<file path="src/rtl/qerv_rf_host.sv">
// rtl/qerv_rf_host.sv - parallel register commands executed as serial register-file transactions
// Optional feature macro: QERV_RF_HOST_TIMEOUT_EN (15-cycle grant timeout in RWAIT/WREQ).

module qerv_rf_host #(
   parameter int BITS_PER_CYCLE = 1,
   parameter int csr_regs       = 4,
   parameter int raw            = $clog2(32 + csr_regs),
   parameter int N              = 32 / BITS_PER_CYCLE
) (
   input  logic                      i_clk,
   input  logic                      i_rst,
   input  logic                      i_cmd_valid,
   output logic                      o_cmd_ready,
   input  logic                      i_cmd_we,
   input  logic [raw-1:0]            i_cmd_reg,
   input  logic [31:0]               i_cmd_wdata,
   output logic                      o_rsp_valid,
   input  logic                      i_rsp_ready,
   output logic [31:0]               o_rsp_rdata,
   output logic                      o_rsp_err,
   output logic                      o_rreq,
   output logic                      o_wreq,
   input  logic                      i_ready,
   output logic [raw-1:0]            o_rreg0,
   output logic [raw-1:0]            o_rreg1,
   output logic [raw-1:0]            o_wreg0,
   output logic [raw-1:0]            o_wreg1,
   output logic                      o_wen0,
   output logic                      o_wen1,
   output logic [BITS_PER_CYCLE-1:0] o_wdata0,
   output logic [BITS_PER_CYCLE-1:0] o_wdata1,
   input  logic [BITS_PER_CYCLE-1:0] i_rdata0,
   input  logic [BITS_PER_CYCLE-1:0] i_rdata1
);

   localparam int             CW    = $clog2(N);
   localparam logic [raw:0]   NREGS = (raw + 1)'(32 + csr_regs);

   typedef enum logic [2:0] {
      IDLE, RREQ, RWAIT, RSHIFT, WREQ, WSHIFT, RSP
   } state_t;

   state_t          state, state_nxt;
   logic [raw-1:0]  reg_q;
   logic [31:0]     wsr, rsr, rsr_shift;
   logic [CW-1:0]   cnt;
   logic [31:0]     rsp_rdata, rsp_rdata_d;
   logic            rsp_err, rsp_err_d, rsp_set;
   logic            last_beat, illegal, timeout;

   assign rsr_shift = {i_rdata0, rsr[31:BITS_PER_CYCLE]};
   assign last_beat = (cnt == CW'(N - 1));
   assign illegal   = ({1'b0, i_cmd_reg} >= NREGS);

`ifdef QERV_RF_HOST_TIMEOUT_EN
   logic [3:0] wcnt;
   assign timeout = (wcnt == 4'd14);

   // Counts cycles spent waiting for a grant; any state change clears it.
   always_ff @(posedge i_clk) begin
      if (i_rst)
         wcnt <= 4'd0;
      else if ((state == RWAIT || state == WREQ) && state_nxt == state)
         wcnt <= wcnt + 4'd1;
      else
         wcnt <= 4'd0;
   end
`else
   assign timeout = 1'b0;
`endif

   always_comb begin
      state_nxt   = state;
      rsp_set     = 1'b0;
      rsp_err_d   = 1'b0;
      rsp_rdata_d = 32'd0;
      case (state)
         IDLE: begin
            if (i_cmd_valid) begin
               if (illegal) begin
                  state_nxt = RSP;
                  rsp_set   = 1'b1;
                  rsp_err_d = 1'b1;
               end else if (i_cmd_we && i_cmd_reg == '0) begin
                  state_nxt = RSP;
                  rsp_set   = 1'b1;
               end else begin
                  state_nxt = i_cmd_we ? WREQ : RREQ;
               end
            end
         end
         RREQ: state_nxt = RWAIT;
         RWAIT: begin
            if (i_ready) begin
               state_nxt = RSHIFT;
            end else if (timeout) begin
               state_nxt = RSP;
               rsp_set   = 1'b1;
               rsp_err_d = 1'b1;
            end
         end
         RSHIFT: begin
            if (last_beat) begin
               state_nxt   = RSP;
               rsp_set     = 1'b1;
               rsp_rdata_d = rsr_shift;
            end
         end
         WREQ: begin
            if (i_ready) begin
               state_nxt = WSHIFT;
            end else if (timeout) begin
               state_nxt = RSP;
               rsp_set   = 1'b1;
               rsp_err_d = 1'b1;
            end
         end
         WSHIFT: begin
            if (last_beat) begin
               state_nxt = RSP;
               rsp_set   = 1'b1;
            end
         end
         RSP: begin
            if (i_rsp_ready)
               state_nxt = IDLE;
         end
         default: state_nxt = IDLE;
      endcase
   end

   always_ff @(posedge i_clk) begin
      if (i_rst) begin
         state     <= IDLE;
         reg_q     <= '0;
         wsr       <= 32'd0;
         rsr       <= 32'd0;
         cnt       <= '0;
         rsp_rdata <= 32'd0;
         rsp_err   <= 1'b0;
      end else begin
         state <= state_nxt;
         if (state == IDLE && i_cmd_valid) begin
            reg_q <= i_cmd_reg;
            wsr   <= i_cmd_wdata;
         end else if (state == WSHIFT) begin
            wsr <= wsr >> BITS_PER_CYCLE;
         end
         if (state == RSHIFT)
            rsr <= rsr_shift;
         // Beat counter idles at zero so each shift phase starts from beat 0.
         if (state == RSHIFT || state == WSHIFT)
            cnt <= cnt + CW'(1);
         else
            cnt <= '0;
         if (rsp_set) begin
            rsp_rdata <= rsp_rdata_d;
            rsp_err   <= rsp_err_d;
         end else if (state == RSP && i_rsp_ready) begin
            rsp_rdata <= 32'd0;
            rsp_err   <= 1'b0;
         end
      end
   end

   assign o_cmd_ready = (state == IDLE);
   assign o_rreq      = (state == RREQ);
   assign o_wreq      = (state == WREQ);
   assign o_wen0      = (state == WSHIFT);
   assign o_wen1      = 1'b0;
   assign o_wdata0    = o_wen0 ? wsr[BITS_PER_CYCLE-1:0] : '0;
   assign o_wdata1    = '0;
   assign o_rsp_valid = (state == RSP);
   assign o_rsp_rdata = rsp_rdata;
   assign o_rsp_err   = rsp_err;
   assign o_rreg0     = reg_q;
   assign o_rreg1     = reg_q;
   assign o_wreg0     = reg_q;
   assign o_wreg1     = reg_q;

   logic unused;
   assign unused = ^{i_rdata1, rsr[BITS_PER_CYCLE-1:0]};

endmodule

</file>
<file path="config.mk">
export PLATFORM = sky130hd
export DESIGN_NAME = qerv_rf_host
export DESIGN_NICKNAME = d
export VERILOG_FILES = /design/src/rtl/qerv_rf_host.sv
export SDC_FILE = /design/constraint.sdc
export NUM_CORES = 1
export LEC_CHECK = 0
export ABC_CLOCK_PERIOD_IN_PS = 1800
export BUFFER_PORTS_ARGS = -buffer_cell sky130_fd_sc_hd__clkbuf_2
export CAP_MARGIN = 20
export CORE_MARGIN = 2
export CORE_UTILIZATION = 47
export CTS_CLUSTER_SIZE = 28
export DETAILED_ROUTE_END_ITERATION = 8
export PLACE_DENSITY = 0.75
export SLEW_MARGIN = 15
export SYNTH_ARGS = -nofsm -noshare
export SYNTH_HDL_FRONTEND = slang
export SYNTH_SLANG_ARGS = --single-unit
export TNS_END_PERCENT = 30
</file>
<file path="constraint.sdc">
create_clock -name i_clk -period 1.8 [get_ports i_clk]
set_input_delay 0.27 -clock i_clk [delete_from_list [all_inputs] [get_ports i_clk]]
set_output_delay 0.27 -clock i_clk [all_outputs]
set_load 0.03 [all_outputs]
</file>
==> After elaboration in Yosys (flattened, before gate mapping) <==
Cells that the tools add are included.
W data, S select, Z words.
{ "word_totals": {"register_bits": 111, "out_inout_bits": 65} }
{ "op_classes": {"addsub": 1, "magnitude_cmp": 1, "eq_ne": 12, "muxes": 26, "n_bitwise": 1, "reduce_logical": 11} }
{ "ops": {"columns": ["cell", "n"], "rows": [
  ["$mux W32", 6],
  ["$mux W3", 8],
  ["$pmux W3 S6", 1],
  ["$mux W1", 10],
  ["$eq A3 B3 Y1 const B", 3],
  ["$eq A3 B2 Y1 const B", 2],
  ["$ge A6 B6 Y1 const B", 1],
  ["$logic_not A6 Y1", 1],
  ["$ne A2 B1 Y1 const B", 3],
  ["$add A5 B1 Y5 const B", 1],
  ["$eq A5 B5 Y1 const B", 1],
  ["$reduce_and A5 Y1", 1],
  ["$ne A2 B2 Y1 const B", 2],
  ["$reduce_bool A2 Y1", 2],
  ["$reduce_or A2 Y1", 2],
  ["$eq A3 B1 Y1 const B", 1],
  ["$logic_and A1 B1 Y1", 3],
  ["$logic_not A3 Y1", 1],
  ["$pmux W1 S2", 1],
  ["$logic_or A1 B1 Y1", 1],
  ["$not A1 Y1", 1]
]} }

==> Logic depth before layout (Yosys ltp) <==
{ "depth": {"word_depth": 7, "ltp_mapped": 8, "mapped_depth_nobuf": 7} }

==> Least setup slack after synthesis <==
OpenSTA, ideal clock, no wires.
{ "synth_path": {"kind": "register to register", "startpoint": "register state[1]", "endpoint": "register wsr[0]", "arrival_time_ps": 1880, "required_ps": 1666, "path_slack_ps": -214, "stages_incl_launch_ff": 7, "n_path_buf": 2, "path_cell_list": "dfxtp_1 > buf_4 > clkbuf_1 > nor3_1 > nand2_1 > nor2_1 > a211oi_1"} }
{ "synth_via": {"elab_chain_len": 3} }
{ "synth_rtl": {"columns": ["item", "line_no", "source"], "rows": [
  ["start: declaration", "43", "state_t state, state_nxt;"],
  ["start signal: assignment", "142", "state <= state_nxt;"],
  ["$logic_not A3 Y1 (*)", null, null],
  ["named net o_cmd_ready", "13", "output logic o_cmd_ready,"],
  ["$logic_and A1 B1 Y1 (*)", "143", "if (state == IDLE && i_cmd_valid) begin"],
  ["$mux W32 / $reduce_bool A2 Y1 (equally long branches)", null, null],
  ["end signal: assignment", "145", "wsr <= i_cmd_wdata;"],
  ["end signal: assignment", "147", "wsr <= wsr >> BITS_PER_CYCLE;"],
  ["end: declaration", "45", "logic [31:0] wsr, rsr, rsr_shift;"]
]} }
Mark *: on every way through the listed nets, which the timed path passes. The rest lies on a longest branch.
A chain may end at the register's enable or synchronous reset.

==> Final worst setup path <==
{ "layout_path": {"startpoint": "register cnt[0]", "endpoint": "register rsp_rdata[26] (netlist: o_rsp_rdata[26])"} }
{ "layout_via": {"elab_chain_len": 4} }
{ "layout_rtl": {"columns": ["item", "line_no", "source"], "rows": [
  ["start: declaration", "46", "logic [CW-1:0] cnt;"],
  ["start signal: assignment", "153", "cnt <= cnt + CW'(1);"],
  ["$eq A5 B5 Y1 (*)", "52", "assign last_beat = (cnt == CW'(N - 1));"],
  ["$mux W1 / $mux W32 (equally long branches)", "103, 119", null],
  ["$pmux W1 S2 / $mux W32 (equally long branches)", "77", "case (state)"],
  ["$mux W32 / $reduce_bool A2 Y1 (equally long branches)", null, null],
  ["end signal: assignment", "157", "rsp_rdata <= rsp_rdata_d;"],
  ["end: declaration", "47", "logic [31:0] rsp_rdata, rsp_rdata_d;"]
]} }
Mark *: on every way between the ends. The rest lies on a longest branch, timed or not.

==> results.yml <==
min_path:
  hold_class: "in -> reg"
  hold_depth: 3
grt:
  grt_pass1_vias: 3293
  grt_util_met2_pct: 32.54
  overflow: 0
  grtUsageMet3_pct: 5.532
  use_met1_pct: 23.09
  grt_max_degree: 64
  grt_pass1_wl_um: 15240
  track_usage_pct: 18.83
  top_usage_layer: "met2"
  antenna_found_initial: 0
routing:
  antenna_left: 0
  dr.pass1.iters: 5
  routedWlPerCell_um: 14.02
  vias_per_cell: 5.282
  drt_iter0_markers: 125
  dr_total_vias: 3518
  routed_wl_um: 9336
  drc_errors: 0
yosys:
  synth_top_cell_by_area: "dfxtp_1"
  synth_area_leaders: "dfxtp_1, nand2_1, a21oi_1"
  synth_enable_flop_cells: 0
  yosysWarnings: 0
  yosysTopAreaCellShare_pct: 51.92
  synth_flop_cell: "dfxtp_1"
  synth_seq_cells: 110
  yosysUniqueCellTypes: 39
  synth_seq_area_share_pct: 51.92
  syn_area_per_cell_um2: 9.083
  syn_area_um2: 4242
  synthCells: 467
  async_flop_share_pct: 0
timing:
  timing.hold.ws_ps: 139.3
  slew_violations: 0
  finalSetupViolCount: 0
  finalClockSkew_ps: 13.74
  worst_slew_pin_slew_ps: 632.4
  fmax_ghz: 0.5625
  hold_violations: 0
  finalCritPeriodShare_pct: 98.76
  slew_headroom_pct: 57.84
  rsz0062_at_grt: "true"
  layout_min_cycle_time_ps: 1778
critical_path:
  setup.worst_path.class: "reg -> reg"
  reg2reg_depth: 8
  crit_path_cell_trace: "ha_4, and3_4, ha_4, a21o_1, a221oi_4, buf_6, clkbuf_16, a22o_1"
  worst_setup_path_end_kind: "flip-flop"
  cp-start-kind: "flip-flop"
  cp.required_ps: 2110
  slowest_delay_ps: 350
  crit_fanout: 4
  cp_data_arrival_time_ps: 2090
  crit_top_cell: "ha_4"
  crit_path_top_delay_cell: "dfxtp_2"
final_layout:
  drive_gt1_share_pct: 29.93
  final_area_um2: 5175
  final_cell_count_no_fill: 666
  fin_util_pct: 59.34
  fin_nets: 601
  area_delta_synth_final_pct: 22.01
  diodes: 0
  fillers: 749
  final_cell_mix: "nand2_1, dfxtp_1, clkbuf_2"
clock_network:
  cts.sinks: 110
  path_clk_slew_ps: 110
  cts_buffers: 9
  cts_root_buffer: "clkbuf_8"
  cts_tree: "yes"
  cts_buffer_depth: 2
  clk_latency_ps: 370
  htree_levels: 3
outcome:
  status: "complete, no violations"
floorplanning:
  coreArea_um2: 8721
  dieHeight_um: 99.00
  initial_utilization_pct: 48.64
  die_w_um: 99.00
  io_pins: 111
  rows: 34
  dieArea_um2: 9800
power:
  peakVddDrop_v: 0.0006479
  power.total_mw: 6.252
  power_density_nw_per_um2: 1208
  power.leakage_nw: 2.138
run:
  drv_cap: 0
place:
  port_buffers: 107
  dpl_cell_area_um2: 4731
  gp_congestion: 0.7568
  dp_hpwl_um: 6048
  dp_cells: 641
## cells in the mapped netlist, types with 6 or more instances
cell and number:
buf_2 11, a21oi_1 70, clkbuf_1 21, a22oi_1 30, nor2_1 9, nand2_1 106
o21ai_0 6, buf_4 21, dfxtp_1 110, a22o_1 32
## per-layer routing
layer	share of wire, %	wire length (um)
met1	43	4054
met2	50	4685
met3	5.6	523
met4	0.77	72
met5	0	0
## worst max-delay path: cells and delay by family (launching register included)
family | cells | cell delay [ps]
adders and majority gates | 2 | 330
DFF | 1 | 350
and+or+nand+nor | 1 | 180
buffers and inverters | 2 | 340
AOI/OAI and AO/OA | 3 | 540
## final timing paths
check                                         start                           end  slack (ps)
worst max-delay path              cnt[0]$_SDFF_PP0_  o_rsp_rdata[26]$_SDFFE_PP0P_          20
worst min-delay path                i_cmd_wdata[31]          wsr[31]$_SDFFE_PP0P_         140
worst max register to register    cnt[0]$_SDFF_PP0_  o_rsp_rdata[26]$_SDFFE_PP0P_          20
worst min register to register  wsr[7]$_SDFFE_PP0P_           wsr[7]$_SDFFE_PP0P_         460
## stage by stage
stage / TNS (ps) / worst slack, ps
2_1_floorplan: 0 / 5.608
3_3_place_gp: -1141 / -37.90
3_5_place_dp: -4566 / -148.9
4_1_cts: 0 / 2.133
5_1_grt: -401.3 / -37.53
6_report: 0 / 22.27
## layout make-up
| cell class | count | area (um2) | area share (%) |
|---|---|---|---|
| inverters | 5 | 18.77 | 0.3627 |
| repair buffers | 132 | 843.3 | 16.30 |
| clock inverters | 7 | 91.34 | 1.765 |
| clock buffers | 9 | 123.9 | 2.394 |
| multi-input cells | 295 | 1747 | 33.75 |
| flip-flops and latches | 110 | 2216 | 42.82 |
| well taps | 108 | 135.1 | 2.611 |
## where the power goes
| part | leakage [nW] | switching [mW] | total (mW) | internal (mW) |
|---|---|---|---|---|
| sequential | 0.895 | 0.219 | 2.89 | 2.67 |
| combinational | 1.14 | 1.13 | 1.82 | 0.686 |
| clock | 0.105 | 0.871 | 1.55 | 0.675 |
| total | 2.14 | 2.22 | 6.25 | 4.03 |
## registers in the layout, indices dropped and copies added (netlist names)
signal,count
o_rsp_rdata,32
wsr,32
rsr,31
o_rreg0,6
cnt,5
state,3
o_rsp_err,1
## kinds of logic after synthesis
group                    synth area share (%)
AO/OA/AOI/OAI                           23.72
XOR/XNOR                               0.4131
other                                 0.08841
multiplexers                            1.003
AND/OR/NAND/NOR                         13.63
adder cells (fa/ha/maj)                0.5899
flip-flops                              51.92
buffers and inverters                   8.643
## what timing repair did
item,CTS,global route
setup endpoints to repair,40,39
gates cloned,2,2
hold buffers,0,0
gates resized for setup,26,11
setup buffers,4,2
pin swaps,4,21
Note: power is estimated with default switching activity, not from simulation.
